===== src/rtl/cpu_ctrl_pkg.sv =====
// cpu_ctrl_pkg: shared control-bundle field positions, bubble value and ID/EX sequencer states
package cpu_ctrl_pkg;
  localparam int CTRL_ALUOP_LSB = 6;
  localparam int CTRL_ALUSRC = 5;
  localparam int CTRL_REGWRITE = 4;
  localparam int CTRL_MEMTOREG = 3;
  localparam int CTRL_MEMREAD = 2;
  localparam int CTRL_MEMWRITE = 1;
  localparam logic [7:0] CTRL_BUBBLE = '0;
  typedef enum logic {PASS, BUBBLE} bub_state_t;
endpackage


===== src/rtl/bubble_seq.sv =====
// bubble_seq: load-use bubble sequencer deciding when ID/EX loads a bubble and IF/ID must hold
module bubble_seq
  import cpu_ctrl_pkg::*;
#(
  parameter int BUBBLES = 1
) (
  input  logic clk_i,
  input  logic rst_i,
  input  logic hazard_i,
  input  logic flush_i,
  input  logic stall_i,
  output logic insert_bubble,
  output logic hold_o
);
  bub_state_t state, state_n;
  logic [3:0] remaining, remaining_n;
  logic busy;
  assign busy = (state == BUBBLE) || hazard_i;
  assign insert_bubble = !flush_i && !stall_i && busy;
  assign hold_o = !rst_i && !flush_i && busy;
  always_comb begin
    state_n = state;
    remaining_n = remaining;
    if (flush_i) begin
      state_n = PASS;
      remaining_n = '0;
    end else if (!stall_i && state == BUBBLE) begin
      state_n = (remaining == 4'd1) ? PASS : BUBBLE;
      remaining_n = remaining - 4'd1;
    end else if (!stall_i && hazard_i) begin
      state_n = (BUBBLES == 1) ? PASS : BUBBLE;
      remaining_n = 4'(BUBBLES - 1);
    end
  end
  always_ff @(posedge clk_i) begin
    if (rst_i) begin
      state <= PASS;
      remaining <= '0;
    end else begin
      state <= state_n;
      remaining <= remaining_n;
    end
  end
endmodule


===== src/rtl/id_ex_ctrl_stage.sv =====
// id_ex_ctrl_stage: ID/EX control/rd pipeline register with hazard bubbles, flush, stall and bubble stats
module id_ex_ctrl_stage
  import cpu_ctrl_pkg::*;
#(
  parameter int CTRL_W = 8,
  parameter int REG_ADDR_W = 5,
  parameter int BUBBLES = 1,
  parameter int CNT_W = 16
) (
  input  logic                  clk_i,
  input  logic                  rst_i,
  input  logic [CTRL_W-1:0]     ctrl_i,
  input  logic [REG_ADDR_W-1:0] rd_i,
  input  logic                  valid_i,
  input  logic                  hazard_i,
  input  logic                  flush_i,
  input  logic                  stall_i,
  output logic [CTRL_W-1:0]     ctrl_o,
  output logic [REG_ADDR_W-1:0] rd_o,
  output logic                  valid_o,
  output logic                  hold_o,
  output logic [CNT_W-1:0]      bubble_cnt_o
);
  logic insert_bubble;
  bubble_seq #(.BUBBLES(BUBBLES)) u_seq (
    .clk_i(clk_i),
    .rst_i(rst_i),
    .hazard_i(hazard_i),
    .flush_i(flush_i),
    .stall_i(stall_i),
    .insert_bubble(insert_bubble),
    .hold_o(hold_o)
  );
  always_ff @(posedge clk_i) begin
    if (rst_i || flush_i || (!stall_i && insert_bubble)) begin
      ctrl_o <= CTRL_W'(CTRL_BUBBLE);
      rd_o <= '0;
      valid_o <= 1'b0;
    end else if (!stall_i) begin
      ctrl_o <= valid_i ? ctrl_i : '0;
      rd_o <= valid_i ? rd_i : '0;
      valid_o <= valid_i;
    end
  end
  // flush bubbles are squashes, not hazard bubbles, so insert_bubble already excludes them
  always_ff @(posedge clk_i) begin
    if (rst_i) bubble_cnt_o <= '0;
    else if (insert_bubble && bubble_cnt_o != '1) bubble_cnt_o <= bubble_cnt_o + CNT_W'(1);
  end
endmodule


===== config.mk =====
export PLATFORM = sky130hd
export DESIGN_NAME = id_ex_ctrl_stage
export DESIGN_NICKNAME = d
export VERILOG_FILES = /design/src/rtl/cpu_ctrl_pkg.sv /design/src/rtl/bubble_seq.sv /design/src/rtl/id_ex_ctrl_stage.sv
export SDC_FILE = /design/constraint.sdc
export NUM_CORES = 1
export LEC_CHECK = 0
export ABC_AREA = 1
export CAP_MARGIN = 20
export CORE_MARGIN = 2
export CORE_UTILIZATION = 45
export DETAILED_ROUTE_END_ITERATION = 10
export GPL_TIMING_DRIVEN = 1
export PLACE_DENSITY = 0.74
export SLEW_MARGIN = 0
export SYNTH_ARGS = -nofsm -noshare
export SYNTH_HDL_FRONTEND = slang
export SYNTH_SLANG_ARGS = --single-unit
export TNS_END_PERCENT = 50

===== constraint.sdc =====
create_clock -name clk_i -period 2.1 [get_ports clk_i]
set_input_delay 0.315 -clock clk_i [delete_from_list [all_inputs] [get_ports clk_i]]
set_output_delay 0.315 -clock clk_i [all_outputs]
set_load 0.1 [all_outputs]

# After elaboration in Yosys (flattened, before gate mapping)
# Cells that the tools add are included.
# Widths: inputs -> output; s select.
[word_totals]
out_inout_bits = 31
word_cells = 33
in_bits = 19
register_bits = 35
[op_classes]
n_mux = 7
n_addsub = 2
n_eq_ne = 2
reduce_logical = 16
[op_table]
columns = ["cell", "count"]
rows = [
  ["$add 16x1->16 const B", 1],
  ["$ne 16x16->1 const B", 1],
  ["$logic_and 1x1->1", 8],
  ["$mux 4", 2],
  ["$mux 8", 1],
  ["$mux 5", 1],
  ["$eq 4x1->1 const B", 1],
  ["$sub 4x1->4 const B", 1],
  ["$logic_not 1->1", 3],
  ["$logic_or 1x1->1", 3],
  ["$mux 1", 3],
  ["$reduce_bool 2->1", 1],
  ["$reduce_or 2->1", 1],
]

# Logic depth before layout (Yosys ltp)
# Gate-level depths: netlist of run 1.
[depth]
ltp_word = 5
depth_mapped = 10
ltp_nobuf = 10

# Modules after synthesis
# From an unflattened synthesis of run 1, not the netlist that was laid out.
[hier_totals]
cells_unflattened = 252
area_unflattened_um2 = 1779.2
[modules_own_cells]
columns = ["module", "cells_each", "area_per_inst_um2", "instances"]
rows = [
  ["id_ex_ctrl_stage", 212, 1490.2, 1],
  ["bubble_seq", 40, 289.0, 1],
]

# Worst setup path before layout of run 1
# OpenSTA, ideal clock, no wires.
[synth_timing]
path_type = "input-to-output"
from = "input port flush_i"
to = "output port hold_o"
required_ns = 1.785
arrival_time_ns = 1.901
path_stages = 3
setup_slack_ns = -0.116
path_cell_list = "nor2_1 > inv_1 > nor2_1"
[synth_between]
elab_chain_len = 3
[synth_lines]
columns = ["element", "line", "source"]
rows = [
  ["from (decl)", "id_ex_ctrl_stage.sv:16", "input logic flush_i,"],
  ["$logic_not 1->1", "bubble_seq.sv:20", "assign hold_o = !rst_i && !flush_i && busy;"],
  ["$logic_and 1x1->1 (2 in a row)", "bubble_seq.sv:20", ""],
  ["to (decl)", "id_ex_ctrl_stage.sv:21", "output logic hold_o,"],
]
# Every way passes these cells.

# Worst setup path in the final report of run 1
# Ends and elaborated chain as after synthesis.

==> impl_metrics.yaml, run 1 <==
final_layout:
  final_nets: 310
  post-route-util_pct: 64.0
  diodes: 0
  drive_gt1_share_pct: 25.3
  syn_to_final_growth_pct: 36.1
clock_tree:
  clkTransAtPathRegs_ns: 0.07
  cts_max_level: 2
  ctsResizeCount: 0
  cts.sinks: 35
  clockBufferDepth: 2
  numCtsBuffers: 5
  clockRootBuffer: "clkbuf_8"
  cts_hold_buffers: 0
  cts_tree: "done"
  clkLatencyLatePin_ns: 0.29
  post-cts-setup-buffers: 0
power:
  powerDensity_mw_per_mm2: 670
  power.leakage_nw: 1.01
  ir_drop_mv: 0.395
die:
  rows: 22
  start_util_pct: 47.1
  ios: 50
  dieHeight_um: 65.9
  design.core.area_mm2: 0.00366
  die_area_mm2: 0.00434
  die_w_um: 65.9
sta:
  tightest_slew_ns: 0.530
  fin_skew_ns: 0.00342
  period_needed_ns: 1.57
  clock.fmax_mhz: 637
  setup-violations-final: 0
  rsz0062_at_grt: "no"
  maxSlewViolCount: 0
  relSlewSlack_pct: 64.6
  post-route-period-util_pct: 74.7
  tns_ns: 0
  final.setup.worst_slack_ns: 0.531
  hold_violations: 0
routing:
  first_iter_violations: 87
  ant_nets: 0
  wl_per_cell_um: 10.6
  drt_wl_total_mm: 3.59
  dr.pass1.iters: 4
  vias: 1615
  viasPerCell: 4.79
  drc: 0
placed_design:
  port_buffers: 49
  gp_congestion: 0.797
  post-dp-hpwl_mm: 2.68
  pre_cts_slack_ns: 0.375
setup_path:
  crit_arrival_ns: 1.25
  worstPathRequired_ns: 1.78
  cp-start-kind: "input pin"
  cp_max_fo: 2
  path_class: "input pin to output port"
  cp-end-kind: "output port"
global_route:
  overflow: 0
  gr-usage-all-layers_pct: 18.8
  grt_pass1_vias: 1520
  grt_start_max_net_pins: 17
  grt_pass1_wl_mm: 6.41
  antenna_found_initial: 0
logic_synthesis:
  ys_top_cells_by_area: "dfxtp_1 (41%), nor2_1 (12%), nand2_1 (11%), a22oi_1 (5.7%), nand3_1 (4.1%)"
  netlist.area_leader.share_pct: 40.7
  synth_cell_types: 27
  avgSynthCellArea_um2: 7.36
  yosysSeqAreaShare_pct: 40.7
  yosys_register_bits: 35
  synth_cells: 234
  syn-cell-area_mm2: 0.00172
  synth_area_leader_cell: "dfxtp_1"
  syn_nets: 256
  yosys_warnings: 0
outcome:
  status: "complete, no violations"
worst_hold_path:
  min_path_type: "register to register"
flow_run:
  maxCapViolCount: 0
[synthesized netlist by cell type]
| cell type | count |
|---|---|
| xnor2_1 | 1 |
| a31oi_1 | 1 |
| dfxtp_1 | 35 |
| inv_1 | 14 |
| nand4_1 | 1 |
| nand3_2 | 1 |
| nor2_4 | 6 |
| nand2_2 | 3 |
| nor2_8 | 2 |
| a22oi_1 | 13 |
| nand2_4 | 3 |
| nor2_1 | 53 |
| clkbuf_1 | 2 |
| buf_4 | 2 |
| a21oi_1 | 10 |
| o21ai_1 | 1 |
| nor3_1 | 1 |
| buf_2 | 1 |
| nor2_2 | 9 |
| nand2_1 | 50 |
| xor2_1 | 1 |
| inv_2 | 3 |
| inv_4 | 1 |
| clkinv_1 | 1 |
| nand3_1 | 14 |
| o22ai_1 | 2 |
| ha_1 | 3 |
[routing by layer]
metal	part of all wire, %	vias to the layer above	track usage, %
li1	-	855	-
met1	47	701	22.5
met2	45	55	31.4
met3	7.0	4	6.30
met4	1.0	0	5.99
met5	0	-	0
[cells in the final DEF (no fill, tap or decap), types with 2 or more instances in the layout]
master	netlist	layout
bufinv_16	0	2
nor2_1	53	52
nor2_4	6	6
clkdlybuf4s50_1	0	18
a22oi_1	13	13
inv_1	14	14
a21oi_1	10	10
nor2_2	9	10
dfxtp_2	0	2
clkbuf_8	0	5
nor2_8	2	2
nand3_1	14	14
inv_2	3	3
nand2_4	3	3
o22ai_1	2	2
buf_4	2	33
dfxtp_1	35	33
ha_1	3	3
nand2_2	3	3
nand2_1	50	50
[per-stage QoR]
step | std cells | hold slack [ns] | power, mW | cell area, um^2
final | 337 | 0.488 | 1.57 | 2340
after global routing | 337 | 0.514 | 1.63 | 2340
after CTS | 337 | 0.490 | 1.59 | 2340
after detailed placement | 329 | 0.479 | 0.862 | 2210
after global placement | 329 | 0.479 | 0.862 | 2210
after floorplan | 234 | 0.462 | 0.803 | 1730
[registers in the layout, summed over array words and instances, names as in the netlist]
signal           cells
bubble_cnt_o        16
ctrl_o               8
rd_o                 5
u_seq.remaining      4
u_seq.state          1
valid_o              1
[report_power, final]
part	total, mW	leakage, nW	internal (mW)	switching (mW)
logic	0.169	0.663	0.0621	0.107
registers	0.677	0.283	0.671	0.00562
clock network	0.726	0.0644	0.473	0.252
[worst max-delay path: stages]
cell and delay [ns]:
clkdlybuf4s50_1 0.42, nor2_1 0.14, inv_1 0.07, nor2_2 0.12, buf_12 0.19
[worst paths after layout]
kind / startpoint / endpoint / slack [ns] / cells past startpoint
setup / recovery: flush_i / hold_o / 0.53 / 5
hold / removal: u_seq.state / u_seq.state / 0.49 / 2
setup reg to reg: bubble_cnt_o[0] / bubble_cnt_o[14] / 0.67 / 10
hold reg to reg: u_seq.state / u_seq.state / 0.49 / 2
[logic make-up after synthesis]
group,after synthesis,synth area share [%]
xor+xnor,2,1.02
fa+ha+maj,3,2.18
compound gates,27,9.95
flops,35,40.7
simple gates,143,40.3
buf+inv,24,5.88
[layout make-up]
cell class | instances | area (um^2)
Clock buffer | 5 | 68.8
Clock inverter | 3 | 67.6
Fill cell | 347 | 1320
Inverter | 19 | 73.8
Multi-Input combinational cell | 175 | 923
Sequential cell | 35 | 703
Tap cell | 48 | 60.1
Timing Repair Buffer | 52 | 448
Power figures use the tool's default switching activity.
==> run 2, diff against run 1 <==
--- a/config.mk
+++ b/config.mk
@@ -8,10 +8,10 @@
 export ABC_AREA = 1
 export CAP_MARGIN = 20
 export CORE_MARGIN = 2
-export CORE_UTILIZATION = 45
+export CORE_UTILIZATION = 42
 export DETAILED_ROUTE_END_ITERATION = 10
 export GPL_TIMING_DRIVEN = 1
-export PLACE_DENSITY = 0.74
+export PLACE_DENSITY = 0.73
 export SLEW_MARGIN = 0
 export SYNTH_ARGS = -nofsm -noshare
 export SYNTH_HDL_FRONTEND = slang
==> constraint.sdc (replaced) <==
create_clock -name clk_i -period 1.4 [get_ports clk_i]
set_input_delay 0.21 -clock clk_i [delete_from_list [all_inputs] [get_ports clk_i]]
set_output_delay 0.21 -clock clk_i [all_outputs]
set_load 0.1 [all_outputs]
==> run 2 against run 1 <==
Against the previous run: wire length grew 12%; clock power rose by 5.5%; die area up 6.7%; final area rose by 22%; sequential power up 46%; critical path depth shrank 1; total power up 32%; via count grew 5.1%; hold slack got worse by 0.094 ns; non-clock buffer count increased by 8; critical path type is now register to output port; critical endpoint unchanged; highest routed layer unchanged.
==> impl_metrics.yaml, run 2 (same netlist as run 1, synthesis figures left out) <==
outcome:
  status: "complete, no violations"
setup_path:
  crit_arrival_ns: 1.15
  crit_family: "flip-flops"
  crit_buf_inv: 2
  path_class: "register to output port"
  cp_common_cell: "nor2_4"
  crit_slowest_cell: "dfxtp_2"
  critical-path-max-stage-delay_ns: 0.34
  cp-end-kind: "output port"
  worstPathRequired_ns: 1.19
  cp-start-kind: "register"
  cp_max_fo: 3
  crit_path_cell_trace: "nor2_4 > buf_4 > nor2_4 > buf_12"
sta:
  maxSlewViolCount: 0
  period_needed_ns: 1.36
  clock.fmax_mhz: 736
  relSlewSlack_pct: 77.6
  final.setup.worst_slack_ns: 0.0413
  rsz0062_at_grt: "yes"
  setup-violations-final: 0
  hold_violations: 0
  fin_skew_ns: 0.00839
  post-route-period-util_pct: 97.0
  tns_ns: 0
  tightest_slew_ns: 0.335
power:
  switchingPower_uw: 560
  p_total_mw: 2.08
  power.leakage_nw: 1.15
  powerDensity_mw_per_mm2: 727
  internal_power_mw: 1.52
  switching_share_pct: 27.0
  p_seq_share_pct: 47.7
  p_clk_share_pct: 36.9
  ir_drop_mv: 0.659
  power_frac_comb_pct: 15.4
clock_tree:
  numCtsBuffers: 5
  cts.sinks: 35
  cts_hold_buffers: 0
  clkTransAtPathRegs_ns: 0.08
  clockBufferDepth: 2
  cts_tree: "done"
  clockRootBuffer: "clkbuf_8"
  clkLatencyLatePin_ns: 0.29
  cts_max_level: 2
routing:
  wl_per_cell_um: 11.6
  viasPerCell: 4.89
  ant_nets: 0
  vias: 1697
  drc: 0
  drt_wl_total_mm: 4.02
  first_iter_violations: 69
  dr.pass1.iters: 4
placed_design:
  post-dp-hpwl_mm: 3.11
  gp_congestion: 0.869
  pre_cts_slack_ns: -0.258
  place_inst: 336
  port_buffers: 49
global_route:
  grt_use_met1_pct: 21.1
  antenna_found_initial: 0
  grt_start_max_net_pins: 17
  grtUsageMet3_pct: 6.58
  grt_pass1_vias: 1511
  busiest_layer: "met2"
  overflow: 0
  grt_use_met2_pct: 32.0
  grt_pass1_wl_mm: 6.49
  gr-usage-all-layers_pct: 18.7
flow_run:
  maxCapViolCount: 0
die:
  dieHeight_um: 68.1
  start_util_pct: 43.4
  die_area_mm2: 0.00463
  ios: 50
  die_w_um: 68.1
  rows: 23
  design.core.area_mm2: 0.00397
final_layout:
  drive_gt1_share_pct: 34.0
  layout_common_cells: "nor2_1 (50), nand2_1 (47), buf_12 (33)"
  syn_to_final_growth_pct: 65.9
  final_nets: 318
  regMostFlops: "bubble_cnt_o"
  mostFrequentLayoutCell: "nor2_1"
  finalNonFillerCells: 347
  largest_reg_flops: 16
  largestRegisters: "bubble_cnt_o (16), ctrl_o (8), rd_o (5)"
  diodes: 0
worst_hold_path:
  min_path_type: "input pin to register"
[run 2: changes by cell type in the layout (fill, tap and decap cells not counted), sizes merged]
cell	previous run	this run
buf	34	42
clkdlybuf4s50	18	16
dlymetal6s2s	0	1
clkbuf	5	7
bufinv	2	0
dlygate4sd2	0	1
clkinvlp	1	0
clkinv	1	2
[run 2: per-stage QoR]
step	utilization, %	hold slack [ns]	area (um^2)
5_1_grt	72.0	0.435	2860
6_report	72.0	0.394	2860
2_1_floorplan	-	0.358	1810
3_3_place_gp	68.7	0.474	2730
4_1_cts	71.0	0.471	2820
3_5_place_dp	68.7	0.485	2730
[run 2: final timing paths]
path	endpoint	from	cells past startpoint	slack [ns]
max	hold_o	u_seq.state	4	0.04
min	bubble_cnt_o[10]	rst_i	5	0.39
max reg2reg	bubble_cnt_o[14]	bubble_cnt_o[1]	10	0.08
min reg2reg	u_seq.state	u_seq.state	2	0.47
[run 2: power groups by stage]
stage	logic, mW	clock network [mW]	registers [mW]
after CTS	0.310	0.772	0.993
after global placement	0.304	0	1.02
after detailed placement	0.310	0	1.02
after floorplan	0.0915	0	1.09
after global routing	0.341	0.813	0.991
final	0.321	0.766	0.990
[run 2: what timing repair did]
| action | in CTS | in global routing |
|---|---|---|
| gates resized for setup | 2 | 6 |
| pin swaps | 0 | 2 |
| endpoints found under the setup margin | 1 | 19 |
| buffers inserted | 0 | 3 |
[run 2: cell type report]
cell class	count	area [um^2]
Multi-Input combinational cell	175	958
Fill cell	293	1110
Timing Repair Buffer	60	910
Inverter	19	73.8
Clock inverter	1	5.00
Sequential cell	35	762
Clock buffer	7	86.3
Tap cell	50	62.6
[run 2: layer usage]
metal,part of all wire [%],up-vias
met5,0,-
met4,1.4,0
met3,7.0,7
met2,52,41
met1,40,778
li1,-,871
[run 2: worst register-to-register path, delay by kind of cell, from the launching register on]
| family | cells | cell delay [ns] |
|---|---|---|
| and+or+nand+nor | 8 | 0.62 |
| DFF | 1 | 0.37 |
| adders and majority gates | 1 | 0.14 |
| buffers and inverters | 1 | 0.09 |
==> run 3, diff against run 2 <==
--- a/config.mk
+++ b/config.mk
@@ -12,6 +12,7 @@
 export DETAILED_ROUTE_END_ITERATION = 10
 export GPL_TIMING_DRIVEN = 1
 export PLACE_DENSITY = 0.73
+export SETUP_SLACK_MARGIN = 0.2
 export SLEW_MARGIN = 0
 export SYNTH_ARGS = -nofsm -noshare
 export SYNTH_HDL_FRONTEND = slang
==> constraint.sdc (replaced) <==
create_clock -name clk_i -period 1.4 [get_ports clk_i]
set_input_delay 0.21 -clock clk_i [delete_from_list [all_inputs] [get_ports clk_i]]
set_output_delay 0.21 -clock clk_i [all_outputs]
set_load 0.005 [all_outputs]
==> run 3 against run 2 <==
Against the previous run: die area did not move; non-clock buffer count is 18 higher; hold slack lost 0.13 ns; cell count up 5.2%; global-route usage up 0.23 points; utilization shrank 2.3 points; worst setup slack improved by 0.034 ns; clock skew down 0.0022 ns; critical endpoint is now bubble_cnt_o[11]; total power rose by 11%; clock power increased by 45%.
==> impl_metrics.yaml, run 3 (same netlist as run 1, synthesis figures left out) <==
final_layout:
  regMostFlops: "bubble_cnt_o"
  final_nets: 336
  mostFrequentLayoutCell: "nand2_1"
  layout_common_cells: "nand2_1 (47), nor2_1 (46), dlygate4sd2_1 (28), buf_4 (28)"
  drive_gt1_share_pct: 34.0
  syn_to_final_growth_pct: 60.6
  diodes: 0
  largest_reg_flops: 16
  finalNonFillerCells: 365
  largestRegisters: "bubble_cnt_o (16), ctrl_o (8), rd_o (5)"
die:
  die_w_um: 68.1
  dieHeight_um: 68.1
  design.core.area_mm2: 0.00397
  start_util_pct: 43.4
  rows: 23
  ios: 50
  die_area_mm2: 0.00463
global_route:
  grt_pass1_vias: 1596
  overflow: 0
  gr-usage-all-layers_pct: 18.9
  grt_pass1_wl_mm: 6.67
  grt_start_max_net_pins: 17
  antenna_found_initial: 0
setup_path:
  worstPathRequired_ns: 1.63
  cp-start-kind: "register"
  cp-end-kind: "register"
  crit_arrival_ns: 1.55
  cp_max_fo: 9
  r2r_cells: 9
  path_class: "register to register"
clock_tree:
  cts_max_level: 2
  clkLatencyLatePin_ns: 0.30
  clockRootBuffer: "clkbuf_8"
  clockBufferDepth: 2
  clkTransAtPathRegs_ns: 0.08
  cts_tree: "done"
  cts_hold_buffers: 0
  numCtsBuffers: 5
  cts.sinks: 35
placed_design:
  post-dp-hpwl_mm: 2.75
  place_inst: 336
  gp_congestion: 0.758
  pre_cts_slack_ns: -0.255
  port_buffers: 49
power:
  power.leakage_nw: 1.30
  powerDensity_mw_per_mm2: 833
  ir_drop_mv: 0.576
sta:
  period_needed_ns: 1.32
  hold_violations: 0
  tightest_slew_ns: 0.314
  setup-violations-final: 0
  fin_skew_ns: 0.00619
  relSlewSlack_pct: 79.0
  maxSlewViolCount: 0
  tns_ns: 0
  post-route-period-util_pct: 94.6
  rsz0062_at_grt: "yes"
  clock.fmax_mhz: 755
  final.setup.worst_slack_ns: 0.0752
worst_hold_path:
  min_path_type: "input pin to register"
  hold_depth: 3
routing:
  drt_wl_total_mm: 4.18
  dr.pass1.iters: 4
  wl_per_cell_um: 11.4
  first_iter_violations: 65
  drc: 0
  vias: 1747
  viasPerCell: 4.79
  ant_nets: 0
outcome:
  status: "complete, no violations"
flow_run:
  maxCapViolCount: 0
run 3: changes by cell type in the layout (fill, tap and decap cells not counted), sizes merged:
cell	delta
dlymetal6s2s	+4
dlygate4sd2	+27
buf	-12
clkdlybuf4s15	+1
clkdlybuf4s50	-2
clkbuf	-2
clkinv	-1
bufinv	+2
inv	+1
run 3: per-layer routing:
metal | vias up | track usage (%) | wire [um]
met5 | - | 0 | 0
met4 | 0 | 6.50 | 46
li1 | 908 | - | -
met3 | 7 | 7.40 | 283
met2 | 46 | 30.7 | 2040
met1 | 786 | 22.7 | 1800
run 3: power by group:
group	internal (mW)	leakage (nW)	total (mW)	switching [mW]
combinational	0.104	0.934	0.190	0.0861
sequential	0.992	0.296	1.00	0.00880
clock	0.712	0.0687	1.11	0.402
run 3: final timing paths:
check                        from               end  slack, ns
setup / recovery  bubble_cnt_o[1]  bubble_cnt_o[11]       0.08
hold / removal            stall_i       u_seq.state       0.27
setup reg to reg  bubble_cnt_o[1]  bubble_cnt_o[11]       0.08
hold reg to reg       u_seq.state       u_seq.state       0.48
run 3: metrics by stage:
stage / instance area, um^2 / power, mW / hold WS (ns) / utilization [%]
final: 2770 / 2.30 / 0.267 / 69.7
after global routing: 2770 / 2.39 / 0.278 / 69.7
after floorplan: 1760 / 1.12 / 0.358 / -
after global placement: 2360 / 1.22 / 0.478 / 59.4
after detailed placement: 2360 / 1.22 / 0.480 / 59.4
after CTS: 2620 / 2.31 / 0.491 / 66.0
run 3: cell type report:
| cell class | count | area (um^2) |
|---|---|---|
| fill | 327 | 1200 |
| multi-input combinational | 175 | 1050 |
| sequential | 35 | 747 |
| timing repair buffer | 78 | 693 |
| inverter | 19 | 78.8 |
| clock buffer | 5 | 68.8 |
| clock inverter | 3 | 66.3 |
| tap | 50 | 62.6 |
run 3: repair_timing:
action	in CTS	in global routing
pin swaps	1	16
endpoints found under the setup margin	61	32
buffers inserted	17	4
gates resized for setup	54	34
run 3: critical path, stage by stage, from the launching register on:
cell	delay, ns
dfxtp_4	0.38
ha_4	0.16
nand2_4	0.05
nor2_4	0.13
nand2_4	0.10
inv_4	0.10
nand2_8	0.08
nand3_1	0.09
nand2_1	0.05
nor2_1	0.11
